--- config.mk ---
export PLATFORM = sky130hd
export DESIGN_NAME = activity_tracker
export DESIGN_NICKNAME = d
export VERILOG_FILES = /design/src/rtl/tracker_pkg.sv /design/src/rtl/bcd_conv_seq.sv /design/src/rtl/activity_tracker.sv
export SDC_FILE = /design/constraint.sdc
export NUM_CORES = 1
export LEC_CHECK = 0
export BUFFER_PORTS_ARGS = -buffer_cell sky130_fd_sc_hd__buf_2
export CAP_MARGIN = 0
export CORE_ASPECT_RATIO = 0.7
export CORE_MARGIN = 1
export CORE_UTILIZATION = 40
export DETAILED_ROUTE_END_ITERATION = 16
export PLACE_DENSITY = 0.61
export SETUP_SLACK_MARGIN = 0.5
export SYNTH_ARGS = -nofsm -noshare
export SYNTH_HDL_FRONTEND = slang
export SYNTH_SLANG_ARGS = --single-unit
export TNS_END_PERCENT = 5
--- constraint.sdc ---
create_clock -name sys_clk -period 5.34 [get_ports sys_clk]
set_clock_uncertainty 0.1 [all_clocks]
set_input_delay 1.068 -clock sys_clk [delete_from_list [all_inputs] [get_ports sys_clk]]
set_output_delay 1.068 -clock sys_clk [all_outputs]
set_load 0.01 [all_outputs]
--- src/rtl/tracker_pkg.sv ---
// Shared definitions for the activity tracker: display mode encoding,
// digit codes, display clamp value, converter FSM states and the
// double-dabble digit adjust helper.
package tracker_pkg;

    localparam logic [1:0]  MODE_TOTAL     = 2'd0;
    localparam logic [1:0]  MODE_DIST      = 2'd1;
    localparam logic [1:0]  MODE_ACTIVE    = 2'd2;
    localparam logic [1:0]  MODE_PEAK      = 2'd3;

    localparam logic [4:0]  DIGIT_BLANK_US = 5'h1F;
    localparam logic [13:0] DISPLAY_CLAMP  = 14'd9999;

    typedef enum logic [1:0] {
        ST_LOAD   = 2'd0,
        ST_SHIFT  = 2'd1,
        ST_UPDATE = 2'd2
    } conv_state_t;

    // Double-dabble correction: a BCD nibble of 5 or more gets +3 before the shift.
    function automatic logic [3:0] dabble_adj(input logic [3:0] d);
        return (d >= 4'd5) ? (d + 4'd3) : d;
    endfunction

endpackage

--- src/rtl/bcd_conv_seq.sv ---
// Free-running 14-bit sequential binary-to-BCD converter (double-dabble).
// One conversion every 16 cycles: LOAD (sample value and tag), 14 x SHIFT,
// UPDATE (write digits). The tag travels with the value so the consumer
// can map the digits consistently with the quantity that was sampled.
// Ports:
//   clk, reset        clock, synchronous active-high reset
//   value  [13:0]     binary value to convert (<= 9999)
//   tag    [1:0]      side information sampled together with value
//   dig3..dig0 [3:0]  converted digits, dig3 most significant
//   tag_out [1:0]     tag belonging to the current digits
//   valid             one-cycle pulse after new digits are written
module bcd_conv_seq
    import tracker_pkg::*;
(
    input  logic        clk,
    input  logic        reset,
    input  logic [13:0] value,
    input  logic [1:0]  tag,
    output logic [3:0]  dig3,
    output logic [3:0]  dig2,
    output logic [3:0]  dig1,
    output logic [3:0]  dig0,
    output logic [1:0]  tag_out,
    output logic        valid
);

    conv_state_t state_r;
    conv_state_t state_nx_s;
    logic [29:0] shreg_r;      // {bcd[15:0], bin[13:0]}
    logic [29:0] adj_s;
    logic [3:0]  cnt_r;
    logic [1:0]  tag_r;

    // State register
    always_ff @(posedge clk) begin
        if (reset) begin
            state_r <= ST_LOAD;
        end else begin
            state_r <= state_nx_s;
        end
    end

    // Next-state logic: LOAD -> 14 x SHIFT -> UPDATE -> LOAD
    always_comb begin
        state_nx_s = state_r;
        case (state_r)
            ST_LOAD: begin
                state_nx_s = ST_SHIFT;
            end
            ST_SHIFT: begin
                if (cnt_r == 4'd13) begin
                    state_nx_s = ST_UPDATE;
                end else begin
                    state_nx_s = ST_SHIFT;
                end
            end
            ST_UPDATE: begin
                state_nx_s = ST_LOAD;
            end
            default: begin
                state_nx_s = ST_LOAD;
            end
        endcase
    end

    // Per-nibble add-3 correction applied before each shift
    always_comb begin
        adj_s        = shreg_r;
        adj_s[29:26] = dabble_adj(shreg_r[29:26]);
        adj_s[25:22] = dabble_adj(shreg_r[25:22]);
        adj_s[21:18] = dabble_adj(shreg_r[21:18]);
        adj_s[17:14] = dabble_adj(shreg_r[17:14]);
    end

    // Conversion datapath and registered outputs
    always_ff @(posedge clk) begin
        if (reset) begin
            shreg_r <= 30'd0;
            cnt_r   <= 4'd0;
            tag_r   <= 2'd0;
            dig3    <= 4'd0;
            dig2    <= 4'd0;
            dig1    <= 4'd0;
            dig0    <= 4'd0;
            tag_out <= 2'd0;
            valid   <= 1'b0;
        end else begin
            valid <= 1'b0;
            case (state_r)
                ST_LOAD: begin
                    shreg_r <= {16'h0000, value};
                    cnt_r   <= 4'd0;
                    tag_r   <= tag;
                end
                ST_SHIFT: begin
                    shreg_r <= adj_s << 1;
                    cnt_r   <= cnt_r + 4'd1;
                end
                ST_UPDATE: begin
                    dig3    <= shreg_r[29:26];
                    dig2    <= shreg_r[25:22];
                    dig1    <= shreg_r[21:18];
                    dig0    <= shreg_r[17:14];
                    tag_out <= tag_r;
                    valid   <= 1'b1;
                end
                default: begin
                    shreg_r <= 30'd0;
                end
            endcase
        end
    end

endmodule

--- src/rtl/activity_tracker.sv ---
// Pedometer core: debounces step pulses, keeps a saturating step total,
// derives distance in tenths, counts active seconds in the opening window
// and tracks the peak steps-per-second. A mode input selects which value
// is converted to four BCD digits for the seven-segment driver.
// Ports:
//   sys_clk, reset     system clock, synchronous active-high reset
//   step_in            raw asynchronous step sensor level
//   mode [1:0]         0 total, 1 distance, 2 active seconds, 3 peak rate
//   si                 total steps above MAX_DISPLAY
//   bcd3..bcd0 [4:0]   digit codes (0-9, 5'h1F underscore), bcd3 most significant
module activity_tracker
    import tracker_pkg::*;
#(
    parameter int CNT_W       = 31,
    parameter int MAX_DISPLAY = 9999,
    parameter int DIST_SHIFT  = 11,
    parameter int TICK_DIV    = 100_000_000,
    parameter int RATE_THRESH = 32,
    parameter int WINDOW_SECS = 9,
    parameter int RATE_W      = 14
) (
    input  logic       sys_clk,
    input  logic       reset,
    input  logic       step_in,
    input  logic [1:0] mode,
    output logic       si,
    output logic [4:0] bcd3,
    output logic [4:0] bcd2,
    output logic [4:0] bcd1,
    output logic [4:0] bcd0
);

    localparam int PRESC_W = $clog2(TICK_DIV);
    localparam int WIN_W   = $clog2(WINDOW_SECS + 1);
    localparam int FRAC_W  = DIST_SHIFT + 4;

    logic               sync1_r, sync2_r, hist_r, pulse_r;
    logic [CNT_W-1:0]   total_r;
    logic [PRESC_W-1:0] presc_r;
    logic               tick_s;
    logic [RATE_W-1:0]  sec_steps_r, peak_r;
    logic [WIN_W-1:0]   active_r, secs_elapsed_r;
    logic [6:0]         whole_s;
    logic [3:0]         tenths_s;
    logic [13:0]        disp_val_s;
    logic [3:0]         dig3_s, dig2_s, dig1_s, dig0_s;
    logic [1:0]         conv_tag_s;
    logic               conv_valid_s;

    // Step synchroniser and rising-edge detector (pulse registered once more)
    always_ff @(posedge sys_clk) begin
        if (reset) begin
            sync1_r <= 1'b0;
            sync2_r <= 1'b0;
            hist_r  <= 1'b0;
            pulse_r <= 1'b0;
        end else begin
            sync1_r <= step_in;
            sync2_r <= sync1_r;
            hist_r  <= sync2_r;
            pulse_r <= sync2_r & ~hist_r;
        end
    end

    // Saturating step total and over-range flag
    always_ff @(posedge sys_clk) begin
        if (reset) begin
            total_r <= {CNT_W{1'b0}};
            si      <= 1'b0;
        end else begin
            if (pulse_r && (total_r != {CNT_W{1'b1}})) begin
                total_r <= total_r + CNT_W'(1);
            end
            si <= (total_r > CNT_W'(MAX_DISPLAY));
        end
    end

    // Seconds prescaler
    always_ff @(posedge sys_clk) begin
        if (reset || tick_s) begin
            presc_r <= {PRESC_W{1'b0}};
        end else begin
            presc_r <= presc_r + PRESC_W'(1);
        end
    end

    assign tick_s = (presc_r == PRESC_W'(TICK_DIV - 1));

    // Per-second rate, active-window and peak tracking; a pulse landing on
    // the tick belongs to the second that starts there
    always_ff @(posedge sys_clk) begin
        if (reset) begin
            sec_steps_r    <= {RATE_W{1'b0}};
            peak_r         <= {RATE_W{1'b0}};
            active_r       <= {WIN_W{1'b0}};
            secs_elapsed_r <= {WIN_W{1'b0}};
        end else if (tick_s) begin
            if (secs_elapsed_r < WIN_W'(WINDOW_SECS)) begin
                secs_elapsed_r <= secs_elapsed_r + WIN_W'(1);
                if (sec_steps_r > RATE_W'(RATE_THRESH)) begin
                    active_r <= active_r + WIN_W'(1);
                end
            end
            if (sec_steps_r > peak_r) begin
                peak_r <= sec_steps_r;
            end
            sec_steps_r <= pulse_r ? RATE_W'(1) : {RATE_W{1'b0}};
        end else if (pulse_r && (sec_steps_r != {RATE_W{1'b1}})) begin
            sec_steps_r <= sec_steps_r + RATE_W'(1);
        end
    end

    // Display value selection, including distance whole/tenths split
    always_comb begin
        if ((total_r >> DIST_SHIFT) > CNT_W'(99)) begin
            whole_s = 7'd99;
        end else begin
            whole_s = 7'(total_r >> DIST_SHIFT);
        end
        tenths_s = 4'(({4'b0000, total_r[DIST_SHIFT-1:0]} * FRAC_W'(10)) >> DIST_SHIFT);
        disp_val_s = 14'd0;
        case (mode)
            MODE_TOTAL: begin
                if (total_r > CNT_W'(DISPLAY_CLAMP)) begin
                    disp_val_s = DISPLAY_CLAMP;
                end else begin
                    disp_val_s = 14'(total_r);
                end
            end
            MODE_DIST: begin
                disp_val_s = 14'(whole_s) * 14'd10 + 14'(tenths_s);
            end
            MODE_ACTIVE: begin
                disp_val_s = 14'(active_r);
            end
            MODE_PEAK: begin
                if (peak_r > RATE_W'(DISPLAY_CLAMP)) begin
                    disp_val_s = DISPLAY_CLAMP;
                end else begin
                    disp_val_s = 14'(peak_r);
                end
            end
            default: begin
                disp_val_s = 14'd0;
            end
        endcase
    end

    bcd_conv_seq u_conv (
        .clk     (sys_clk),
        .reset   (reset),
        .value   (disp_val_s),
        .tag     (mode),
        .dig3    (dig3_s),
        .dig2    (dig2_s),
        .dig1    (dig1_s),
        .dig0    (dig0_s),
        .tag_out (conv_tag_s),
        .valid   (conv_valid_s)
    );

    // Output digit registers; the mode captured with the value decides the
    // layout, so all four digits always come from one conversion
    always_ff @(posedge sys_clk) begin
        if (reset) begin
            bcd3 <= 5'd0;
            bcd2 <= 5'd0;
            bcd1 <= 5'd0;
            bcd0 <= 5'd0;
        end else if (conv_valid_s) begin
            if (conv_tag_s == MODE_DIST) begin
                bcd3 <= {1'b0, dig2_s};
                bcd2 <= {1'b0, dig1_s};
                bcd1 <= DIGIT_BLANK_US;
                bcd0 <= {1'b0, dig0_s};
            end else begin
                bcd3 <= {1'b0, dig3_s};
                bcd2 <= {1'b0, dig2_s};
                bcd1 <= {1'b0, dig1_s};
                bcd0 <= {1'b0, dig0_s};
            end
        end
    end

endmodule

# Yosys cells after proc, flatten, opt, wreduce, memory -nomap -nowiden
# Index checks and enable logic that the tools add are counted.
[totals]
elab_cells = 89
out_inout_bits = 21
input_bits = 5
regBits = 175
[op_classes]
bitwise_logic = 2
mul = 2
order_cmp = 10
reduce_logical = 10
muxes = 19
eq_ne = 10
n_addsub = 11
[op_table]
columns = ["op", "n"]
rows = [
  ["$pmux W30 S3", 1],
  ["$mux W14", 4],
  ["$pmux W14 S4", 1],
  ["$add A31 B1 Y31 const B", 1],
  ["$gt A31 B14 Y1 const B", 1],
  ["$ne A31 B31 Y1 const B", 1],
  ["$add A27 B1 Y27 const B", 1],
  ["$eq A27 B27 Y1 const B", 1],
  ["$gt A20 B7 Y1 const B", 1],
  ["$mux W4", 5],
  ["$ge A4 B3 Y1 const B", 4],
  ["$add A14 B1 Y14 const B", 1],
  ["$gt A14 B14 Y1", 1],
  ["$gt A14 B14 Y1 const B", 1],
  ["$gt A14 B6 Y1 const B", 1],
  ["$mul A11 B3 Y14 const B", 1],
  ["$ne A14 B14 Y1 const B", 1],
  ["$add A11 B4 Y12", 1],
  ["$add A4 B1 Y4 const B", 3],
  ["$add A4 B2 Y4 const B", 3],
  ["$mul A7 B3 Y10 const B", 1],
  ["$pmux W4 S2", 1],
  ["$mux W7", 1],
  ["$eq A2 B1 Y1 const B", 3],
  ["17 further kinds", 24],
]

# Longest topological paths before layout
# Gate-level depths: netlist of run 1.
[depth]
ltp_word = 6
mapped_depth = 15
mapped_depth_nobuf = 15

# Hierarchy
# From an unflattened synthesis of run 1, not the netlist that was laid out.
[unflattened]
cells_unflattened = 1072
area_unflattened_um2 = 9211.3
[by_module_without_submodules]
columns = ["module", "cells_per_inst", "seq_area_each_um2", "area_per_inst_um2", "instances"]
rows = [
  ["activity_tracker", 784, 2322.2, 6761.5, 1],
  ["bcd_conv_seq", 288, 1141.1, 2449.8, 1],
]

# Worst setup path after synthesis of run 1
# Ideal clock, no wire load.
[synth_timing]
path_kind = "flip-flop to flip-flop"
startpoint = "register total_r[13]"
endpoint = "register u_conv.shreg_r[10]"
path_buffers = 1
path_stages_with_launch = 16
path_slack_ns = 1.278
setup_ns = 0.127
synth_period_minus_slack_ns = 4.062
t_required_ns = 5.113
arrival_ns = 3.834
cell_sequence = "dfxtp_1 > clkbuf_1 > nor3_1 > o211ai_1 > nor4b_1 > nand2_1 > ha_1 > ha_1 > inv_1 > fa_1 > xor2_1 > nor4_1 > and3_1 > maj3_1 > nor4_1 > a311oi_1"
[synth_via]
elab_chain_cells = 6
elab_cells_between_ends = 8
classes_between = "add/sub (1); mul (1); order compare (2); mux (4)"
[synth_lines]
columns = ["item", "line", "text"]
rows = [
  ["start, declared", "activity_tracker.sv:38", "logic [CNT_W-1:0] total_r;"],
  ["start signal, assigned", "activity_tracker.sv:68", "total_r <= {CNT_W{1'b0}};"],
  ["start signal, assigned", "activity_tracker.sv:72", "total_r <= total_r + CNT_W'(1);"],
  ["$gt A20 B7 Y1", "activity_tracker.sv:115", "if ((total_r >> DIST_SHIFT) > CNT_W'(99)) begin"],
  ["$mux W7", "activity_tracker.sv:115", ""],
  ["$mul A7 B3 Y10", "activity_tracker.sv:131", "disp_val_s = 14'(whole_s) * 14'd10 + 14'(tenths_s);"],
  ["$add A11 B4 Y12", "activity_tracker.sv:131", ""],
  ["$pmux W14 S4 (*)", "activity_tracker.sv:122", "case (mode)"],
  ["$pmux W30 S3 (*)", "bcd_conv_seq.sv:89", "case (state_r)"],
  ["end signal, assigned", "bcd_conv_seq.sv:91", "shreg_r <= {16'h0000, value};"],
  ["end signal, assigned", "bcd_conv_seq.sv:96", "shreg_r <= adj_s << 1;"],
  ["end, declared", "bcd_conv_seq.sv:29", "logic [29:0] shreg_r;"],
]
# Mark *: on every way between the ends. The rest lies on a longest branch, timed or not.
# A chain may end at the register's enable or synchronous reset.

# Final worst setup path of run 1
[layout_timing]
startpoint = "register total_r[7]"
endpoint = "register u_conv.shreg_r[10]"
[layout_via]
elab_chain_cells = 4
elab_cells_between_ends = 6
classes_between = "add/sub (1); mul (1); order compare (1); mux (3)"
[layout_lines]
columns = ["item", "line"]
rows = [
  ["$mul A11 B3 Y14 or $gt A31 B14 Y1 (tied branches)", "activity_tracker.sv:120, activity_tracker.sv:124"],
  ["$add A11 B4 Y12 or $mux W14 (tied branches)", "activity_tracker.sv:131, activity_tracker.sv:124"],
  ["$pmux W14 S4 (*)", "activity_tracker.sv:122"],
  ["$pmux W30 S3 (*)", "bcd_conv_seq.sv:89"],
]
# Marked as above.

==> qor.txt, run 1 <==
switching power: 615 uW
Ant. Diodes: 0
fin crit period: 4.25 ns
Synth Area in Simple Gates: 24.0%
Pint: 1.95 mW
port bufs: 22
Post-DRT Antenna Nets: 0
Seq pwr share: 50.9%
fin util: 45.1%
RSZ-0062 raised after global routing: no
WL final: 21200 um
Crit Path Max Fanout: 10
Sinks on Clock Net: 173
LEAKAGE: 3.78 nW
critical path class: register to register
cts-stage hold buffer count: 0
DP Worst Slack: 1.11 ns
pwr/cell area: 259 nW/um^2
DRT Pass-1 Iters: 5
count of final max-slew check failures: 0
setup violators final: 0
EDFF count, synth: 0
Chip Width: 182 um
Clk pwr share: 46.4%
vias in the first global route: 6910
root buffer cell: clkbuf_16
Die Ht: 128 um
DR vias: 7473
met3 wire len: 1180 um
first-pass GRT wire length: 35700 um
Syn Inst Count: 1095
crit path capture: u_conv.shreg_r[10]
synthesized flop and latch total: 173
placed insts: 1345
layout cells sized above 1: 6.76%
largest family of logic cells by synthesized area: simple AND/OR/NAND/NOR gates
DRC Markers: 0
Data required, critical path: 5.55 ns
r2r endpoint: u_conv.shreg_r[10]
GRT overflow: 0
Tot GR Track Use: 19.0%
worst setup margin: 1.09 ns
fin cells: 1376
WL met2: 8400 um
io pins: 26
R2R depth: 14
synthesized cell area: 9090 um^2
Synth Warn #: 0
clock slew seen by the registers of the worst setup and hold paths: 0.07 ns
TritonCTS clock tree: done
CP max-delay cell: dfxtp_1
H-tree Lvls: 4
Avg Cell Area, Syn: 8.30 um^2
# resized after CTS: 0
Initial Utilization: 41.4%
Worst-Margin Slew: 1.15 ns
Synth Area in Compound Gates: 13.3%
postcts setup bufs: 0
number of CTS-inserted buffers: 17
crit-path cells: ha_1 > ha_1 > a211o_1 > o32a_1 > a21o_1 > a21o_1 > xor2_1 > ha_1 > a211oi_1 > nor4_1 > and3_1 > maj3_1 > nor4_1 > a311oi_1
Most Frequent Cell on Critical Path: ha_1
antenna violations before repair: 0
Comb power frac: 2.7%
pin count of the biggest net entering global routing: 73
Worst Path Arrival: 4.47 ns
clock buffer depth: 2
outcome: completed
Critical R2R Launch: total_r[7]
Adder-Cell Fraction of Synth Area: 8.53%
proportion of synthesized flip-flops having asynchronous set or reset: 0%
drt initial violations: 547
maxcap violations: 0
post-synth cell types: 72
crit path from: total_r[7]
Layout area overhead: 8.96%
DR top layer: met4
mux share of post-synthesis cell area: 3.41%
hold crit path type: register to register
GPL Wtd Cong: 0.838
fmax: 235 MHz
full die area: 23300 um^2
met1 WL: 11400 um
Largest stage delay, worst path: 0.52 ns
Slew headroom: 22.9%
Rows: 45
switch share: 23.9%
Hold Vio Cnt, Final: 0
clock latency on the worst-skew pair: 0.44 ns
setup TNS: 0 ns
Peak VDD IR: 0.000241 V
CP endpoint kind: register
top_reg_cell synth: dfxtp_1
sequential fraction of the synthesis area: 38.1%
final worst-path cycle share: 79.7%
xor and xnor area share after synthesis: 7.77%
WL/cell: 15.4 um
Core Region: 22000 um^2
kind of start point of the critical path: register
Detail Placement HPWL: 14700 um
drt via density: 5.43
R2R setup slack: 1.09 ns
final net count: 1147
[critical path, delay by kind of cell (launching register included)]
kind                     cells  cell delay (ns)
AO/OA/AOI/OAI                6             1.42
XOR/XNOR                     1             0.24
adder cells (fa/ha/maj)      4             1.24
flip-flops                   1             0.52
AND/OR/NAND/NOR              3             0.61
[final cells by class]
cell class                 instances  area, um^2
timing repair buffer              29         165
sequential                       173        3460
clock buffer                      21         470
clock inverter                    10        78.8
multi-input combinational        814        5200
fill                            2176       12100
tap                              282         353
inverter                          47         176
[layout by cell type, fill, tap and decap left out, types with 32 or more instances in the layout]
master / instances
a21oi_1: 78
dfxtp_1: 173
ha_1: 58
inv_1: 46
nand2_1: 99
nand3_1: 39
nand4_1: 32
nor2_1: 144
o21ai_0: 33
xor2_1: 50
[stage by stage]
step | hold WS, ns | cell area, um^2 | total power [mW]
6_report | 0.285 | 9910 | 2.57
5_1_grt | 0.327 | 9910 | 2.65
4_1_cts | 0.287 | 9910 | 2.59
3_5_place_dp | 0.277 | 9360 | 1.41
3_3_place_gp | 0.270 | 9360 | 1.41
2_1_floorplan | 0.267 | 9100 | 1.39
[per-layer routing]
| layer | GRT usage [%] | vias up |
|---|---|---|
| met1 | 28.7 | 3500 |
| met2 | 26.3 | 146 |
| met4 | 5.49 | 0 |
| li1 | - | 3808 |
| met5 | 0 | - |
| met3 | 4.46 | 19 |
[kinds of logic after synthesis]
family,count (synthesis)
simple gates,447
other cells,1
flops,173
buf+inv,110
mux,31
compound gates,193
fa+ha+maj,61
xor+xnor,79
[how the worst min path moves through the flow]
| stage | from | to | slack (ns) | cells after the start |
|---|---|---|---|---|
| floorplan | hist_r | pulse_r | 0.27 | 1 |
| global placement | hist_r | pulse_r | 0.27 | 1 |
| detailed placement | hist_r | pulse_r | 0.28 | 1 |
| CTS | hist_r | pulse_r | 0.29 | 1 |
| global route | hist_r | pulse_r | 0.33 | 1 |
| finish | hist_r | pulse_r | 0.28 | 1 |
[state kept, by name (all words and copies together), names as in the netlist, 5 cells and up]
register        count
total_r            31
u_conv.shreg_r     30
presc_r            27
peak_r             14
sec_steps_r        14
bcd1                5
[power groups by stage]
stage          sequential [mW]  clock (mW)  combinational, mW
3_5_place_dp              1.34           0             0.0683
2_1_floorplan             1.33           0             0.0558
3_3_place_gp              1.34           0             0.0681
4_1_cts                   1.31        1.22             0.0685
6_report                  1.31        1.19             0.0686
5_1_grt                   1.31        1.27             0.0765
[synthesized netlist by cell type (28+ instances only)]
cell	number	area share (%)
inv_1	46	1.9
xnor2_1	28	2.7
nand2_1	99	4.1
a21oi_1	78	4.3
nand3_1	39	2.1
o21ai_0	33	1.8
xor2_1	50	4.8
nand4_1	32	2.2
nor2_1	145	6.0
mux2i_1	31	3.4
ha_1	58	8.0
clkbuf_1	49	2.0
dfxtp_1	173	38
No activity file was read; power rests on OpenSTA's default activity.
==> run 2: changes to the inputs <==
Settings changed: ABC_AREA set to 1.
Clock period 5.34 ns to 4 ns, I/O delays scaled along.
==> run 2 against run 1 <==
  * Global-route usage rose by 2.7 points
  * Highest routed layer unchanged
  * Worst setup slack got worse by 0.38 ns
  * Clock power rose by 51%
  * Sequential share of layout area fell by 4.2 points
  * Worst hold slack improved by 0.0087 ns
==> qor.txt, run 2 <==
Chip Width: 192 um
cell family with most CP delay: adder cells
hold crit path type: register to register
Largest register FFs: 31
WL/cell: 14.9 um
pwr/cell area: 323 nW/um^2
kind of start point of the critical path: register
synthesized cell area: 10100 um^2
R2R setup slack: 0.70 ns
outcome: completed
H-tree Lvls: 4
Largest stage delay, worst path: 0.36 ns
Layout area overhead: 12.7%
Synth area leaders: dfxtp_1 34%, nand2_1 11%, inv_1 7.8%, ha_1 7.2%, nor2_1 6.9%
GRT overflow: 0
first-pass GRT wire length: 44100 um
crit-path cells: ha_1 > ha_4 > nand2_1 > nor2_1 > a211oi_2 > nand2_2 > nand2_2 > nand2_4 > xnor2_2 > inv_1 > ha_4 > fa_2 > nand2_2 > a21oi_4 > nand3_2 > nor2_2 > nand3b_1 > nand3_1 > nand3_1 > a21oi_1
Synth Warn #: 0
met3 wire len: 1660 um
antenna violations before repair: 0
area of the multi-input gates: 5790 um^2
highest-count cells in the layout ignoring fill and taps: 284 x nand2_1, 208 x inv_1, 173 x nor2_1
most common cell after layout, fill and taps aside: nand2_1
final worst-path cycle share: 82.5%
Initial Utilization: 40.8%
maxcap violations: 0
Worst-Margin Slew: 0.903 ns
drt initial violations: 721
number of CTS-inserted buffers: 17
Rows: 48
Crit Path Max Fanout: 4
Die Ht: 135 um
Peak VDD IR: 0.000308 V
DR vias: 9493
Core Region: 24700 um^2
clock latency on the worst-skew pair: 0.45 ns
proportion of synthesized flip-flops having asynchronous set or reset: 0%
Top reg by flops: total_r
Detail Placement HPWL: 20100 um
vias in the first global route: 8353
RSZ-0062 raised after global routing: yes
final net count: 1559
fin crit period: 3.30 ns
register area: 3490 um^2
Sinks on Clock Net: 173
pin count of the biggest net entering global routing: 56
buffers and inverters on the worst path: 1
clock buffer depth: 2
post-place instance area: 10400 um^2
root buffer cell: clkbuf_16
Worst Path Arrival: 3.58 ns
Slew headroom: 39.5%
Tot GR Track Use: 21.7%
Most Frequent Cell on Critical Path: nand2_2
setup violators final: 0
top flop regs: total_r: 31 flops, u_conv.shreg_r: 30 flops, presc_r: 27 flops
Filler cells: 2529
Hold Vio Cnt, Final: 0
EDFF count, synth: 0
worst hold start: hist_r
Ant. Diodes: 0
r2r endpoint: u_conv.shreg_r[7]
fmax: 303 MHz
LEAKAGE: 4.57 nW
count of final max-slew check failures: 0
CP max-delay cell: dfxtp_4
layout cells sized above 1: 11.4%
Min-Delay Path Depth: 1
full die area: 25900 um^2
Data required, critical path: 4.28 ns
DRC Markers: 0
dominant cell by count in the synthesized netlist: nand2_1
R2R depth: 20
Post-synth top cells: 291 x nand2_1, 210 x inv_1, 184 x nor2_1
Final Hold Slack: 0.293 ns
Syn Inst Count: 1483
top_reg_cell synth: dfxtp_1
Critical R2R Launch: total_r[7]
met1 WL: 14900 um
TritonCTS clock tree: done
WL met2: 10500 um
power after layout: 3.67 mW
DRT Pass-1 Iters: 8
dominant cell type by area after synthesis: dfxtp_1
synthesized flop and latch total: 173
port bufs: 22
io pins: 26
DR top layer: met4
setup TNS: 0 ns
post-synth cell types: 51
GPL Wtd Cong: 0.933
Post-DRT Antenna Nets: 0
drt via density: 5.18
CP endpoint kind: register
post-route cell area: 11400 um^2
critical path class: register to register
Hold Path Sink: pulse_r
clock slew seen by the registers of the worst setup and hold paths: 0.08 ns
WL final: 27400 um
sequential fraction of the synthesis area: 34.4%
share of the synthesized area in the top cell type: 34.4%
Avg Cell Area, Syn: 6.80 um^2
-- run 2: cell count changes after synthesis, moves of 19 or more --
cell / before / now
xor2_1: 50 / 25
nand2_1: 99 / 291
inv_1: 46 / 210
o21ai_0: 33 / 60
a21oi_1: 78 / 124
mux2i_1: 31 / 0
nand3_1: 39 / 92
xnor2_1: 28 / 9
clkbuf_1: 49 / 22
nor3_1: 25 / 44
nor2_1: 145 / 184
-- run 2: kinds of logic after synthesis --
family	synth area share, %
adder cells (fa/ha/maj)	7.59
AND/OR/NAND/NOR	31.9
other	0.0372
flip-flops	34.4
XOR/XNOR	2.95
AO/OA/AOI/OAI	12.7
buffers and inverters	10.5
-- run 2: power breakdown --
group,internal [mW],switching (mW),total (mW)
clock network,0.960,0.843,1.80
logic,0.0319,0.0969,0.129
registers,1.73,0.00961,1.74
-- run 2: how the worst max path moves through the flow --
| stage | startpoint | slack (ns) | cells past startpoint | endpoint |
|---|---|---|---|---|
| after floorplan | total_r[7] | 0.89 | 20 | u_conv.shreg_r[7] |
| after global placement | total_r[21] | 0.50 | 21 | u_conv.shreg_r[10] |
| after detailed placement | total_r[7] | 0.45 | 20 | u_conv.shreg_r[7] |
| after CTS | total_r[3] | 0.50 | 24 | u_conv.shreg_r[10] |
| after global routing | total_r[7] | 0.45 | 25 | u_conv.shreg_r[10] |
| final | total_r[7] | 0.70 | 20 | u_conv.shreg_r[7] |
-- run 2: timing repair --
item,CTS,global route
setup buffers,0,5
hold buffers,0,0
pin swaps,0,20
gates resized for setup,5,64
endpoints found under the setup margin,5,9
-- run 2: layer usage --
layer	vias to the layer above	GRT usage, %
li1	4861	-
met3	19	5.04
met4	0	4.67
met2	211	28.7
met5	-	0
met1	4402	34.4
-- run 2: metrics by stage --
step,worst slack (ns),cells,utilization [%]
floorplan,0.893,1485,-
global placement,0.496,1795,42.3
detailed placement,0.451,1795,42.3
CTS,0.496,1827,44.9
global route,0.453,1832,46.0
finish,0.701,1832,46.0
-- run 2: area by class of cell --
class / instances / area share (%)
clock buffer: 17 / 3.74
tap: 325 / 3.58
multi-input combinational: 1046 / 51.0
inverter: 221 / 7.32
clock inverter: 15 / 1.81
sequential: 173 / 30.7
timing repair buffer: 35 / 1.83
==> run 3: changes to the inputs <==
Settings changed: PLACE_DENSITY 0.61 to 0.63.
Clock period 4 ns to 2.97 ns, I/O delays scaled along.
==> run 3 against run 2 <==
  * The run now ends with setup timing left
  * Combinational power up 43%
  * Worst setup slack worse by 0.99 ns
  * First-iteration DRC count increased by 18%
  * Power is 32% higher
  * Non-clock buffer count rose by 65
  * Core utilization grew 2.4 points
  * Worst hold slack got worse by 0.021 ns
  * Sequential power increased by 35%
  * Register-to-register slack got worse by 0.99 ns
  * Clock power rose by 29%
  * Critical endpoint is now u_conv.shreg_r[10]
  * Highest routed layer unchanged
==> qor.txt, run 3 (synthesis results as in run 2) <==
Largest stage delay, worst path: 0.37 ns
WL final: 26500 um
Layout area overhead: 18.7%
power after layout: 4.85 mW
R2R setup slack: -0.29 ns
final net count: 1624
io pins: 26
clock latency on the worst-skew pair: 0.44 ns
number of CTS-inserted buffers: 17
setup TNS: -1.70 ns
LEAKAGE: 4.86 nW
DR vias: 9598
Worst-Margin Slew: 0.648 ns
most common cell after layout, fill and taps aside: nand2_1
clock buffer depth: 2
pwr/cell area: 406 nW/um^2
DRC Markers: 0
maxcap violations: 0
GPL Wtd Cong: 0.884
H-tree Lvls: 4
DRT Pass-1 Iters: 7
Hold Vio Cnt, Final: 0
Top reg by flops: total_r
highest-count cells in the layout ignoring fill and taps: 281 x nand2_1, 208 x inv_1, 169 x nor2_1
Sinks on Clock Net: 173
Detail Placement HPWL: 19900 um
hold crit path type: primary input to register
pin count of the biggest net entering global routing: 46
vias in the first global route: 8584
TritonCTS clock tree: done
final worst-path cycle share: 110%
Ant. Diodes: 0
worst setup margin: -0.287 ns
CP max-delay cell: dfxtp_4
root buffer cell: clkbuf_16
port bufs: 22
Tot GR Track Use: 20.8%
Crit Path Max Fanout: 3
full die area: 25900 um^2
Data required, critical path: 3.23 ns
Post-DRT Antenna Nets: 0
layout cells sized above 1: 15.8%
Die Ht: 135 um
count of final max-slew check failures: 0
Worst Path Arrival: 3.52 ns
buffers and inverters on the worst path: 1
Core Region: 24700 um^2
Rows: 48
crit-path cells: ha_4 > ha_4 > nand2_1 > o21ai_1 > nand4_1 > nand2_1 > nand2_2 > nand2_2 > nand2_2 > a21oi_2 > nor2_2 > ha_1 > nand2_2 > inv_2 > nand3_2 > a21oi_2 > nand2_1 > nor2_2 > nand2_1 > nand2_1 > nand2_1 > nand2_1 > nand2_1 > a21oi_2
first-pass GRT wire length: 42800 um
top flop regs: total_r: 31 flops, u_conv.shreg_r: 30 flops, presc_r: 27 flops
drt via density: 5.06
antenna violations before repair: 0
clock slew seen by the registers of the worst setup and hold paths: 0.07 ns
Largest register FFs: 31
cell family with most CP delay: simple AND/OR/NAND/NOR gates
violated checks: setup timing
outcome: finished, violations left
fin crit period: 3.26 ns
Slew headroom: 56.6%
drt initial violations: 850
Chip Width: 192 um
Peak VDD IR: 0.000425 V
fmax: 307 MHz
Most Frequent Cell on Critical Path: nand2_1
WL/cell: 14.0 um
CP endpoint kind: register
RSZ-0062 raised after global routing: yes
GRT overflow: 0
kind of start point of the critical path: register
setup violators final: 9
cts-stage hold buffer count: 0
critical path class: register to register
Initial Utilization: 40.8%
run 3: cell types whose count changed in the layout (fill, tap and decap cells not counted), moves of 3 or more:
cell	previous run	this run
nand2_2	12	17
ha_1	49	41
ha_4	7	14
buf_4	13	77
dfxtp_2	10	4
nand2_1	284	281
nand2_4	4	1
nor2_1	173	169
dfxtp_1	158	166
run 3: repair_timing:
action	CTS	global route
buffers inserted	0	3
gates resized for setup	15	57
endpoints found under the hold margin	0	0
pin swaps	2	25
endpoints found under the setup margin	24	39
run 3: metrics by stage:
step	setup slack [ns]	utilization (%)	hold slack, ns	cells	cell area, um^2
floorplan	-0.0133	-	0.273	1485	10100
global placement	-0.300	44.5	0.276	1862	11000
detailed placement	-0.393	44.5	0.297	1862	11000
CTS	-0.284	47.3	0.262	1894	11700
global route	-0.573	48.5	0.270	1897	12000
finish	-0.287	48.5	0.272	1897	12000
run 3: layer usage:
metal / vias up / track usage, % / wire length (um) / share of wire [%]
met1: 4362 / 32.5 / 14100 / 53
met3: 19 / 3.79 / 1480 / 5.6
met4: 0 / 3.75 / 186 / 0.70
met2: 217 / 29.2 / 10700 / 40
met5: - / 0 / 0 / 0
li1: 5000 / - / - / -
run 3: worst register-to-register path: stages, from the launching register on:
cell and delay [ns]:
dfxtp_4 0.37, ha_4 0.25, ha_4 0.27, nand2_1 0.05
o21ai_1 0.15, nand4_1 0.12, nand2_1 0.12, nand2_2 0.07
nand2_2 0.11, nand2_2 0.07, a21oi_2 0.18, nor2_2 0.07
ha_1 0.29, nand2_2 0.05, inv_2 0.06, nand3_2 0.07
a21oi_2 0.19, nand2_1 0.08, nor2_2 0.13, nand2_1 0.06
nand2_1 0.05, nand2_1 0.04, nand2_1 0.07, nand2_1 0.06
a21oi_2 0.13
run 3: cell type report:
| class | count | area [um^2] |
|---|---|---|
| repair buffers | 100 | 699 |
| well taps | 325 | 407 |
| clock inverters | 15 | 194 |
| flip-flops and latches | 173 | 3480 |
| clock buffers | 17 | 425 |
| inverters | 221 | 841 |
| fillers | 2447 | 12700 |
| multi-input cells | 1046 | 5920 |
run 3: final timing paths:
kind               from                 end  cells past startpoint
max reg2reg  total_r[5]  u_conv.shreg_r[10]                     24
max          total_r[5]  u_conv.shreg_r[10]                     24
min reg2reg      hist_r             pulse_r                      1
min             step_in             sync1_r                      3
run 3: power breakdown:
part | switching (mW) | internal, mW | total, mW
clock | 1.10 | 1.22 | 2.32
sequential | 0.0128 | 2.33 | 2.35
combinational | 0.132 | 0.0530 | 0.185
